==> src/rtl/bfly_burst_ctrl.sv <==
// Burst sequencer for the radix-2 butterfly datapath.
// Launches fixed-length beat bursts from an FWFT FIFO under a credit budget.
module bfly_burst_ctrl #(
    parameter int NUM_PAIR   = 16,
    parameter int CREDIT_MAX = 16,
    parameter int FIFO_AW    = 5,
    parameter int GAP_CYC    = 1
) (
    input  logic                          clk,
    input  logic                          rstn,
    input  logic                          en,
    input  logic [FIFO_AW:0]              fifo_level,
    output logic                          fifo_rd,
    output logic                          bfly_valid,
    input  logic                          twiddle_valid,
    input  logic                          credit_ret,
    output logic [$clog2(CREDIT_MAX):0]   credit_cnt,
    output logic                          busy,
    output logic                          burst_done,
    output logic [15:0]                   burst_cnt,
    output logic                          err
);

    localparam int BURST_LEN = NUM_PAIR / 2;
    localparam int CW = $clog2(CREDIT_MAX) + 1;
    localparam int BW = (BURST_LEN > 1) ? $clog2(BURST_LEN) : 1;
    localparam int GW = (GAP_CYC > 2) ? $clog2(GAP_CYC) : 1;

    localparam logic [FIFO_AW:0] LVL_BL = (FIFO_AW + 1)'(BURST_LEN);
    localparam logic [CW-1:0]    CR_BL  = CW'(BURST_LEN);
    localparam logic [CW-1:0]    CR_MAX = CW'(CREDIT_MAX);
    localparam logic [BW-1:0]    BEAT_LAST = BW'(BURST_LEN - 1);
    localparam logic [GW-1:0]    GAP_LAST  = GW'((GAP_CYC > 1) ? GAP_CYC - 2 : 0);

    typedef enum logic [1:0] {
        IDLE,
        BURST,
        CHECK,
        GAP
    } state_t;

    state_t          state, state_n;
    logic [BW-1:0]   beat, beat_n;
    logic [GW-1:0]   gap, gap_n;
    logic            valid_n;
    logic            done_n;
    logic            busy_n;
    logic            err_n;
    logic [15:0]     bcnt_n;
    logic [CW-1:0]   credit_n;
    logic            can_launch;
    logic            launch;
    logic            ret_ok;
    logic            ret_ovf;

    always_ff @(posedge clk) begin
        if (!rstn) begin
            state      <= IDLE;
            beat       <= '0;
            gap        <= '0;
            bfly_valid <= 1'b0;
            fifo_rd    <= 1'b0;
            burst_done <= 1'b0;
            busy       <= 1'b0;
            err        <= 1'b0;
            burst_cnt  <= '0;
            credit_cnt <= CR_MAX;
        end else begin
            state      <= state_n;
            beat       <= beat_n;
            gap        <= gap_n;
            bfly_valid <= valid_n;
            fifo_rd    <= valid_n;
            burst_done <= done_n;
            busy       <= busy_n;
            err        <= err_n;
            burst_cnt  <= bcnt_n;
            credit_cnt <= credit_n;
        end
    end

    // Launch may be evaluated in the last idle-gap cycle so the gap is exact
    always_comb begin
        can_launch = 1'b0;
        unique case (state)
            IDLE:    can_launch = 1'b1;
            CHECK:   can_launch = (GAP_CYC == 1);
            GAP:     can_launch = (gap == GAP_LAST);
            default: can_launch = 1'b0;
        endcase
    end

    assign launch = can_launch && en
                 && (fifo_level >= LVL_BL)
                 && (credit_cnt >= CR_BL);

    assign ret_ovf = credit_ret && (credit_cnt == CR_MAX);
    assign ret_ok  = credit_ret && !ret_ovf;

    always_comb begin
        credit_n = credit_cnt;
        unique case (1'b1)
            launch && ret_ok:  credit_n = credit_cnt - CR_BL + CW'(1);
            launch && !ret_ok: credit_n = credit_cnt - CR_BL;
            !launch && ret_ok: credit_n = credit_cnt + CW'(1);
            default:           credit_n = credit_cnt;
        endcase
    end

    always_comb begin
        state_n = state;
        beat_n  = beat;
        gap_n   = gap;
        valid_n = 1'b0;
        done_n  = 1'b0;
        bcnt_n  = burst_cnt;
        err_n   = err;

        unique case (state)
            IDLE: begin
            end
            BURST: begin
                if (beat == BEAT_LAST) begin
                    state_n = CHECK;
                end else begin
                    beat_n  = beat + BW'(1);
                    valid_n = 1'b1;
                end
            end
            CHECK: begin
                if (twiddle_valid) begin
                    done_n = 1'b1;
                    bcnt_n = burst_cnt + 16'd1;
                end else begin
                    err_n = 1'b1;
                end
                if (GAP_CYC > 1) begin
                    state_n = GAP;
                    gap_n   = '0;
                end else begin
                    state_n = IDLE;
                end
            end
            GAP: begin
                if (gap == GAP_LAST) begin
                    state_n = IDLE;
                end else begin
                    gap_n = gap + GW'(1);
                end
            end
            default: state_n = IDLE;
        endcase

        if (launch) begin
            state_n = BURST;
            beat_n  = '0;
            valid_n = 1'b1;
        end

        // Twiddle strobe outside the check slot means the datapath lost sync
        if (twiddle_valid && (state != CHECK)) begin
            err_n = 1'b1;
        end
        if (ret_ovf) begin
            err_n = 1'b1;
        end

        busy_n = (state_n != IDLE);
    end

endmodule
==> config.mk <==
export PLATFORM = sky130hd
export DESIGN_NAME = bfly_burst_ctrl
export DESIGN_NICKNAME = d
export VERILOG_FILES = /design/src/rtl/bfly_burst_ctrl.sv
export SDC_FILE = /design/constraint.sdc
export NUM_CORES = 1
export LEC_CHECK = 0
export CAP_MARGIN = 20
export CORE_ASPECT_RATIO = 0.8
export CORE_MARGIN = 2
export CORE_UTILIZATION = 48
export DETAILED_ROUTE_END_ITERATION = 8
export PLACE_DENSITY_LB_ADDON = 0.3
export SLEW_MARGIN = 20
export SYNTH_ARGS = -nofsm -noshare
export SYNTH_HDL_FRONTEND = slang
export SYNTH_SLANG_ARGS = --single-unit
==> constraint.sdc <==
create_clock -name clk -period 2.2 [get_ports clk]
set_clock_uncertainty 0.15 [all_clocks]
set_input_delay 0.55 -clock clk [delete_from_list [all_inputs] [get_ports clk]]
set_output_delay 0.55 -clock clk [all_outputs]
set_load 0.02 [all_outputs]
==> flow_metrics.tcl <==
set metrics [dict create \
    drive_gt1_share_pct 8.21 \
    wl_per_cell_um 12.8 \
    cts_tree "built" \
    via_per_inst 5.20 \
    synth_seq_cells 30 \
    yosysUniqueCellTypes 35 \
    yosysSeqAreaShare_pct 41.9 \
    ioPinCount 37 \
    required_ns 1.50 \
    synth_warnings 0 \
    hold_path.class "flop to flop" \
    synthesis.instances 156 \
    met2_length_um 1520 \
    power.density_nw_per_um2 667 \
    setup_tns_ns 0 \
    hpwl_um 2300 \
    io_buffers 33 \
    worstSkewPairLatency_ns 0.28 \
    route.met3.wl_um 129 \
    finalPower_mw 1.26 \
    core-area_sq_um 2810 \
    critPathSlowestCell "clkdlybuf4s50_1" \
    n_antenna_cell 0 \
    grt_pass1_vias 1195 \
    rsz0062_at_grt "no" \
    design.die.area_sq_um 3440 \
    crit_path_max_fanout 7 \
    cp-start-kind "flop" \
    max_stage_delay_ns 0.66 \
    outcome "finished, final reports clean" \
    grt_pass1_wl_um 5240 \
    drt-total-wl_um 2990 \
    cts.clk_slew.worst_paths_ns 0.06 \
    top_layer "met4" \
    cts_made_buffers 5 \
    clock_sinks 30 \
    fin_crit_sh_pct 96.3 \
    setup_viol 0 \
    synthArstFlopShare_pct 0 \
    worst_pin_slew_ns 0.633 \
    root_buffer "clkbuf_8" \
    antenna_found_initial 0 \
    drc 0 \
    grt_start_max_net_pins 23 \
    layout_common_cells "clkdlybuf4s50_1 (33), dfxtp_1 (30), nor2_1 (21)" \
    synth_edf_count 0 \
    fmax_mhz 472 \
    min_period_ns 2.12 \
    nets 212 \
    drv_cap 0 \
    grt_usage_pct 20.5 \
    gp_congestion 0.826 \
    drt_iter0_markers 64 \
    final_common_cell "clkdlybuf4s50_1" \
    cp_data_arrival_time_ns 1.42 \
    syn-num-nets 173 \
    die_x_um 65.1 \
    start_util_pct 51.0 \
    leakage_nw 0.713 \
    finalMaxSlewViolations 0 \
    syn_avg_cell_area_sq_um 9.18 \
    syn_area_sq_um 1430 \
    path_delay_family "buffers and inverters" \
    holdBufCountCts 0 \
    nFillCells 232 \
    peakVddDrop_uv 424 \
    slew_headroom_pct 57.5 \
    htreeDepth 2 \
    endpoint_kind "output port" \
    drt-met1-wl_um 1330 \
    die_y_um 52.9 \
    synth_ff_type "dfxtp_1" \
    crit_buf_inv 1 \
    dr.pass1.iters 4 \
    post_cts_buffers 0 \
    hold_violations 0 \
    critPathKind "flop to output port" \
    area_delta_synth_final_pct 32.4 \
    ant_nets 0 \
    cts_resized 0 \
    fp-row-count 17 \
    vias 1211 \
    clock_path_buffers 2 \
    path_cells "clkdlybuf4s50_1" \
    grt_remaining_overflow 0 \
]
[area by class of cell]
type	instances	area, sq um	area share [%]
multi-input combinational	111	771	40.6
clock buffer	7	76.3	4.02
tap	38	47.5	2.51
inverter	9	33.8	1.78
timing repair buffer	38	368	19.4
sequential	30	601	31.7
[per-layer routing]
metal	vias to the layer above	track usage [%]
met1	578	23.4
met5	-	0
met2	26	36.9
met4	0	7.29
met3	2	5.74
li1	605	-
[cell families (layout without fill, tap and decap cells)]
kind of cell               after synthesis  in the layout  synth area share, %
AOI/OAI and AO/OA                       12             12                 6.03
buffers and inverters                   15             54                 4.28
DFF                                     30             30                 41.9
muxes                                    5              5                 3.49
and+or+nand+nor                         71             71                 28.6
adders and majority gates                6              6                 5.24
xor gates and xnor gates                17             17                 10.4
[power breakdown]
group / internal [mW] / leakage, nW / switching (mW)
registers: 0.572 / 0.244 / 0.0304
logic: 0.127 / 0.431 / 0.135
clock network: 0.217 / 0.0383 / 0.184
[synthesized netlist by cell type, types with 2 or more instances]
master / n / share of area, %
xor2_1: 4 / 2.4
nor4_1: 2 / 0.87
nor3_1: 5 / 1.7
o21ai_1: 2 / 0.70
nand4_1: 4 / 1.7
nand2b_1: 3 / 1.3
nand4b_1: 3 / 1.8
ha_1: 6 / 5.2
a21oi_1: 6 / 2.1
mux2i_1: 5 / 3.5
nand2_1: 13 / 3.4
and3_1: 2 / 0.87
nor2_1: 21 / 5.5
xnor2_1: 13 / 7.9
inv_1: 9 / 2.4
dfxtp_1: 30 / 42
clkbuf_1: 4 / 1.0
nand3_1: 7 / 2.4
[worst paths after layout]
| check | startpoint | to | slack, ns | depth (start not counted) |
|---|---|---|---|---|
| max | credit_cnt[3] | credit_cnt[3] | 0.08 | 1 |
| min | err | err | 0.33 | 1 |
| max reg2reg | credit_cnt[0] | credit_cnt[4] | 0.27 | 6 |
| min reg2reg | err | err | 0.33 | 1 |
[registers in the layout, summed over array words and instances (netlist names)]
| register | count |
|---|---|
| burst_cnt | 16 |
| credit_cnt | 5 |
| beat | 3 |
| state | 2 |
| bfly_valid | 1 |
| burst_done | 1 |
| busy | 1 |
| err | 1 |
[through the flow]
stage | util (%) | area (sq um) | worst slack, ns | instances | hold WS (ns)
after floorplan | - | 1430 | 0.365 | 156 | 0.315
after global placement | 64.8 | 1820 | -0.0797 | 226 | 0.300
after detailed placement | 64.8 | 1820 | -0.0621 | 226 | 0.324
after CTS | 67.6 | 1900 | 0.0663 | 233 | 0.342
after global routing | 67.6 | 1900 | 0.0130 | 233 | 0.377
final | 67.6 | 1900 | 0.0822 | 233 | 0.329
Note: power is estimated with default switching activity, not from simulation.
